## src/rtl/fetch_unit_if.sv

```systemverilog
// rtl/fetch_unit_if.sv - fetch unit signal bundle: instruction memory port, redirect input, instruction output
interface fetch_unit_if;
    logic        imem_req_o;
    logic [31:0] imem_addr_o;
    logic        imem_gnt_i;
    logic        imem_rvalid_i;
    logic [31:0] imem_rdata_i;
    logic        redirect_i;
    logic [31:0] redirect_pc_i;
    logic        instr_valid_o;
    logic [31:0] instr_o;
    logic [31:0] pc_o;
    logic        instr_ready_i;
    logic        misalign_o;

    modport master (
        output imem_req_o, imem_addr_o, instr_valid_o, instr_o, pc_o, misalign_o,
        input  imem_gnt_i, imem_rvalid_i, imem_rdata_i, redirect_i, redirect_pc_i, instr_ready_i
    );

    modport slave (
        input  imem_req_o, imem_addr_o, instr_valid_o, instr_o, pc_o, misalign_o,
        output imem_gnt_i, imem_rvalid_i, imem_rdata_i, redirect_i, redirect_pc_i, instr_ready_i
    );
endinterface

```

## src/rtl/fetch_unit.sv

```systemverilog
// rtl/fetch_unit.sv - instruction fetch unit with prefetch queue and single outstanding request
// Optional misaligned-redirect trap enabled by defining FETCH_MISALIGN_TRAP_EN.
module fetch_unit #(
    parameter logic [31:0] RESET_PC = 32'h0000_0000,
    parameter int          DEPTH    = 4
) (
    input  logic          clk,
    input  logic          rst,
    fetch_unit_if.master  bus
);
    localparam int AW = $clog2(DEPTH);
    localparam int CW = AW + 1;
    localparam logic [CW-1:0] DEPTH_C = CW'(DEPTH);

    logic [31:0]   pc_q, pc_d;
    logic [31:0]   held_pc_q, held_pc_d;
    logic          outstanding_q, outstanding_d;
    logic          drop_q, drop_d;
    logic [AW-1:0] wr_ptr_q, wr_ptr_d;
    logic [AW-1:0] rd_ptr_q, rd_ptr_d;
    logic [CW-1:0] count_q, count_d;
    logic [31:0]   q_pc_q    [DEPTH];
    logic [31:0]   q_pc_d    [DEPTH];
    logic [31:0]   q_instr_q [DEPTH];
    logic [31:0]   q_instr_d [DEPTH];

    logic          misalign;
    logic [31:0]   redirect_pc_eff;
    logic          rvalid_live;
    logic [CW-1:0] slots_used;
    logic          req;
    logic          accept;
    logic          push;
    logic          pop;
    logic          instr_valid;

`ifdef FETCH_MISALIGN_TRAP_EN
    logic misalign_q, misalign_d;

    assign misalign        = misalign_q;
    assign redirect_pc_eff = bus.redirect_pc_i;

    always_comb begin
        misalign_d = misalign_q;
        if (bus.redirect_i) begin
            misalign_d = |bus.redirect_pc_i[1:0];
        end
    end

    always_ff @(posedge clk) begin
        if (rst) begin
            misalign_q <= 1'b0;
        end else begin
            misalign_q <= misalign_d;
        end
    end
`else
    assign misalign        = 1'b0;
    assign redirect_pc_eff = bus.redirect_pc_i & 32'hFFFF_FFFC;
`endif

    // A response counts against the queue from grant onward, so a queued slot is always free for it.
    assign rvalid_live = outstanding_q && bus.imem_rvalid_i;
    assign slots_used  = count_q + {{AW{1'b0}}, outstanding_q};
    assign req         = (!outstanding_q || bus.imem_rvalid_i) && (slots_used < DEPTH_C)
                         && !bus.redirect_i && !misalign;
    assign accept      = req && bus.imem_gnt_i;
    assign push        = rvalid_live && !drop_q && !bus.redirect_i;
    assign instr_valid = (count_q != '0) && !bus.redirect_i;
    assign pop         = instr_valid && bus.instr_ready_i;

    assign bus.imem_req_o    = req;
    assign bus.imem_addr_o   = pc_q;
    assign bus.instr_valid_o = instr_valid;
    assign bus.instr_o       = q_instr_q[rd_ptr_q];
    assign bus.pc_o          = q_pc_q[rd_ptr_q];
    assign bus.misalign_o    = misalign;

    always_comb begin
        pc_d          = pc_q;
        held_pc_d     = held_pc_q;
        outstanding_d = outstanding_q;
        drop_d        = drop_q;
        wr_ptr_d      = wr_ptr_q;
        rd_ptr_d      = rd_ptr_q;
        count_d       = count_q;
        q_pc_d        = q_pc_q;
        q_instr_d     = q_instr_q;

        if (push) begin
            q_pc_d[wr_ptr_q]    = held_pc_q;
            q_instr_d[wr_ptr_q] = bus.imem_rdata_i;
        end

        if (bus.redirect_i) begin
            // A response arriving this very cycle is discarded here; otherwise mark the next one stale.
            pc_d          = redirect_pc_eff;
            count_d       = '0;
            wr_ptr_d      = '0;
            rd_ptr_d      = '0;
            outstanding_d = outstanding_q && !bus.imem_rvalid_i;
            drop_d        = outstanding_q && !bus.imem_rvalid_i;
        end else begin
            if (accept) begin
                pc_d          = pc_q + 32'd4;
                held_pc_d     = pc_q;
                outstanding_d = 1'b1;
            end else if (rvalid_live) begin
                outstanding_d = 1'b0;
            end
            if (rvalid_live) begin
                drop_d = 1'b0;
            end
            if (push) begin
                wr_ptr_d = wr_ptr_q + AW'(1);
            end
            if (pop) begin
                rd_ptr_d = rd_ptr_q + AW'(1);
            end
            case ({push, pop})
                2'b10:   count_d = count_q + CW'(1);
                2'b01:   count_d = count_q - CW'(1);
                default: count_d = count_q;
            endcase
        end
    end

    always_ff @(posedge clk) begin
        if (rst) begin
            pc_q          <= RESET_PC;
            held_pc_q     <= RESET_PC;
            outstanding_q <= 1'b0;
            drop_q        <= 1'b0;
            wr_ptr_q      <= '0;
            rd_ptr_q      <= '0;
            count_q       <= '0;
        end else begin
            pc_q          <= pc_d;
            held_pc_q     <= held_pc_d;
            outstanding_q <= outstanding_d;
            drop_q        <= drop_d;
            wr_ptr_q      <= wr_ptr_d;
            rd_ptr_q      <= rd_ptr_d;
            count_q       <= count_d;
        end
    end

    always_ff @(posedge clk) begin
        q_pc_q    <= q_pc_d;
        q_instr_q <= q_instr_d;
    end
endmodule

```

## src/flat_wrapper.sv

```systemverilog
// flat-port wrapper written by rule: the top's interface ports become plain ports
module fetch_unit_flat 
#(
    parameter logic [31:0] RESET_PC = 32'h0000_0000,
    parameter int          DEPTH    = 4
)
  (clk, rst, bus_imem_req_o, bus_imem_addr_o, bus_instr_valid_o, bus_instr_o, bus_pc_o, bus_misalign_o, bus_imem_gnt_i, bus_imem_rvalid_i, bus_imem_rdata_i, bus_redirect_i, bus_redirect_pc_i, bus_instr_ready_i);
  fetch_unit_if bus_i ();
  input  logic clk;
  input  logic rst;
  output wire logic [$bits(bus_i.imem_req_o)-1:0] bus_imem_req_o;
  output wire logic [$bits(bus_i.imem_addr_o)-1:0] bus_imem_addr_o;
  output wire logic [$bits(bus_i.instr_valid_o)-1:0] bus_instr_valid_o;
  output wire logic [$bits(bus_i.instr_o)-1:0] bus_instr_o;
  output wire logic [$bits(bus_i.pc_o)-1:0] bus_pc_o;
  output wire logic [$bits(bus_i.misalign_o)-1:0] bus_misalign_o;
  input wire logic [$bits(bus_i.imem_gnt_i)-1:0] bus_imem_gnt_i;
  input wire logic [$bits(bus_i.imem_rvalid_i)-1:0] bus_imem_rvalid_i;
  input wire logic [$bits(bus_i.imem_rdata_i)-1:0] bus_imem_rdata_i;
  input wire logic [$bits(bus_i.redirect_i)-1:0] bus_redirect_i;
  input wire logic [$bits(bus_i.redirect_pc_i)-1:0] bus_redirect_pc_i;
  input wire logic [$bits(bus_i.instr_ready_i)-1:0] bus_instr_ready_i;
  assign bus_imem_req_o = bus_i.imem_req_o;
  assign bus_imem_addr_o = bus_i.imem_addr_o;
  assign bus_instr_valid_o = bus_i.instr_valid_o;
  assign bus_instr_o = bus_i.instr_o;
  assign bus_pc_o = bus_i.pc_o;
  assign bus_misalign_o = bus_i.misalign_o;
  assign bus_i.imem_gnt_i = bus_imem_gnt_i;
  assign bus_i.imem_rvalid_i = bus_imem_rvalid_i;
  assign bus_i.imem_rdata_i = bus_imem_rdata_i;
  assign bus_i.redirect_i = bus_redirect_i;
  assign bus_i.redirect_pc_i = bus_redirect_pc_i;
  assign bus_i.instr_ready_i = bus_instr_ready_i;
  fetch_unit #(.RESET_PC(RESET_PC), .DEPTH(DEPTH)) u_core (.clk(clk), .rst(rst), .bus(bus_i));
endmodule
```

## config.mk

```make
export PLATFORM = sky130hd
export DESIGN_NAME = fetch_unit_flat
export DESIGN_NICKNAME = d
export VERILOG_FILES = /design/src/rtl/fetch_unit_if.sv /design/src/rtl/fetch_unit.sv /design/src/flat_wrapper.sv
export SDC_FILE = /design/constraint.sdc
export NUM_CORES = 1
export LEC_CHECK = 0
export ABC_AREA = 1
export BUFFER_PORTS_ARGS = -buffer_cell sky130_fd_sc_hd__buf_2
export CORE_UTILIZATION = 30
export DETAILED_ROUTE_END_ITERATION = 16
export SYNTH_ARGS = -nofsm -noshare
export SYNTH_HDL_FRONTEND = slang
export SYNTH_SLANG_ARGS = --single-unit
```

## constraint.sdc

```tcl
create_clock -name clk -period 6.1 [get_ports clk]
set_input_delay 0.915 -clock clk [delete_from_list [all_inputs] [get_ports clk]]
set_output_delay 0.915 -clock clk [all_outputs]
set_load 0.02 [all_outputs]
```

==> results.md <==
* Final setup margin at 2.37 ns
* WP data required at 5.18 ns
* Area occupied by multi-input gates at 3580 um^2
* Final core occ at 36.5%
* RR Endpoint: u_core.q_instr_q[5]$_DFFE_PP_
* Die W at 210 um
* Worst-margin pin slew at 1.08 ns
* Top cell type by total area after synthesis: edfxtp_1
* CP endpoint kind: primary output
* Post-DP HPWL at 20.3 mm
* Post-CTS sizing at 0
* WL per Instance at 16.9 um
* RSZ-0062 raised after global routing: false
* Proportion of layout cells with a drive suffix above 1 at 19.6%
* Buffers inserted by post-CTS timing repair at 0
* M3 GR Usage at 3.37%
* Most used DFF post-synth: edfxtp_1
* Mapped Area at 13000 um^2
* CTS Buf Count at 37
* Total of warnings raised by yosys at 0
* Io pins at 169
* Post-synth EDFFs at 248
* Grt met1 use at 19.8%
* Core area at 42200 um^2
* Register area at 8830 um^2
* Startpoint types: flip-flop
* Top cell type's share of synthesized area at 57.5%
* Root Buffer: clkbuf_16
* Met2 Use GR at 23.5%
* R2r worst-path depth at 5
* CTS clock-pin slew for the worst setup and hold paths at 0.06 ns
* Crit path buf inv count at 3
* Reg-to-reg setup timing slack at 3.50 ns
* Crit share post-route at 61.1%
* CTS H-tree lvls at 2
* Pwr Total at 4710 uW
* Skew-Pair Late Insertion Delay at 0.53 ns
* Peak Freq at 268 MHz
* WHS Path Cells at 0
* Synth Register Bits at 317
* Initial Util at 30.7%
* Buffers on Ports at 161
* Synth Instances at 1191
* Most frequent cell after synthesis: edfxtp_1
* Filler cells at 4225
* Worst path max stage delay at 0.61 ns
* Remaining DRCs at 0
* Largest net degree at the start of global routing at 83
* Slowest library cell on the worst path: inv_4
* Status: finished clean
* Max-slew headroom at 28.1%
* Global route overflow at 0
* Tmin final at 3.73 ns
* First-pass GRT wire length at 49.8 mm
* Post-synth top cells: edfxtp_1 (248), nor2_1 (199), o21ai_0 (159), nand2_1 (157), dfxtp_1 (69)
* Total number of vias at 9046
* Fin. Hold Viols at 0
* DIE AREA at 44000 um^2
* Number of max-cap violations at 0
* Worst hold margin at 0.504 ns
* CTS tree: done
* Crit-path max FO at 75
* Setup Viol. Count Final at 0
* Seq/Total Area, Yosys at 68.2%
* Setup TNS at 0 ns
* CTS hold repair buffers at 0
* Worst path top cell family by delay: buffers and inverters
* Area growth syn-to-layout at 19.1%
* Gr usage total at 14.7%
* HP Start: u_core.held_pc_q[30]$_SDFFE_PP0P_
* Place WS at 2.44 ns
* Die H at 210 um
* Clock tree buffer depth at 3
* Vias per Instance at 4.74
* Clk sinks at 317
* WS Path Type: reg2out
* RD Place Congestion at 0.809
* Crit path cell chain: inv_4, buf_4, o21ai_0, o22ai_1, buf_2
* Global routing's busiest layer: met2
* Syn_area_per_cell at 10.9 um^2
* Vias in the first global route at 8619
* Drt total wl at 32.2 mm
* # nets final at 1418
* Post-DRT Antenna Nets at 0
* Ys async rst share at 0%
* Hold endpoint: u_core.q_pc_q[62]$_DFFE_PP_
* Worst hold-check path type: reg2reg
* Pwr dens at 306 nW/um^2
* Peak VDD IR at 152 uV
* Clk_skew at 0.0155 ns
* 1st-iter DRT viols at 599
* Reg-to-Reg Start: u_core.outstanding_q$_SDFFE_PP0P_
* Main area contributors after synthesis: edfxtp_1 (58%), dfxtp_1 (11%), o21ai_0 (6.1%)
* Pins Over Slew Limit at 0
* Rows at 75
* DRT Pass-1 Iters at 5
* Distinct cells, synth at 39
* Initial antenna violation count at 0
* Leakage at 0.00556 uW
* CP arrival at 2.81 ns
* # diodes at 0
[cell families (layout without fill, tap and decap cells)]
logic type | after synthesis | in the layout | share of synthesized area [%]
AND/OR/NAND/NOR | 438 | 438 | 14.2
XOR/XNOR | 3 | 3 | 0.203
other | 1 | 5 | 0.0290
adder cells (fa/ha/maj) | 7 | 7 | 0.734
AO/OA/AOI/OAI | 287 | 287 | 12.1
buffers and inverters | 138 | 312 | 4.56
flip-flops | 317 | 317 | 68.2
[how the worst max path moves through the flow]
stage,from,end,slack [ns],cells after the start
final,u_core.rd_ptr_q[0]$_SDFFE_PP0P_,bus_pc_o[7],2.37,5
after CTS,u_core.rd_ptr_q[0]$_SDFFE_PP0P_,bus_pc_o[9],2.26,5
after global routing,u_core.rd_ptr_q[0]$_SDFFE_PP0P_,bus_pc_o[9],2.12,5
after global placement,bus_redirect_i,u_core.q_instr_q[5]$_DFFE_PP_,2.46,5
after floorplan,bus_redirect_i,u_core.q_instr_q[0]$_DFFE_PP_,1.62,4
after detailed placement,bus_redirect_i,u_core.q_instr_q[5]$_DFFE_PP_,2.44,5
[per-stage QoR]
step                std cells  area, um^2
CTS                      1908       15400
floorplan                1195       13000
finish                   1908       15400
global placement         1841       14300
detailed placement       1841       14300
global route             1908       15400
[per-layer routing]
layer	routed length (um)	up-vias	part of all wire, %
li1	-	4464	-
met1	14900	4293	46
met2	14800	241	46
met3	1790	48	5.6
met4	693	0	2.2
met5	0	-	0
[layout make-up]
cell class	instances	share of cell area (%)
clock inverter	21	1.26
clock buffer	46	6.22
tap	539	4.37
multi-input combinational	740	23.2
timing repair buffer	176	5.95
inverter	69	1.70
sequential	317	57.3
[state kept, by name, summed over array words and instances, names as in the netlist]
name                    count
u_core.count_q              3
u_core.rd_ptr_q             2
u_core.outstanding_q        1
u_core.held_pc_q           30
u_core.wr_ptr_q             2
u_core.q_instr_q          128
u_core.q_pc_q             120
u_core.drop_q               1
u_core.bus.imem_addr_o     30
[power breakdown]
group          internal, uW  switching (uW)  total (uW)
Sequential             2360            42.5        2410
Clock                  1250             866        2120
Combinational          63.6             129         193
Total                  3680            1040        4710
[cell usage in the layout, fill, tap and decap left out, drive strengths merged]
cell      netlist  final
nand2         159    159
inv            68     71
clkinv          1     13
nand3          68     68
a21oi          52     52
o21bai          1      1
nor4            1      1
and2            2      2
xnor2           1      1
xor2            2      2
dfxtp          69     69
buf            23    176
nor2          205    205
edfxtp        248    248
fa              1      1
a211oi          2      2
o21ai         165    165
conb            1      5
a21boi          2      2
a31oi           1      1
o21a            2      2
nand4           2      2
ha              6      6
clkinvlp        0      3
o22ai          62     62
nor3b           1      1
bufinv          0      3
clkbuf         46     46
Power figures use the tool's default switching activity.
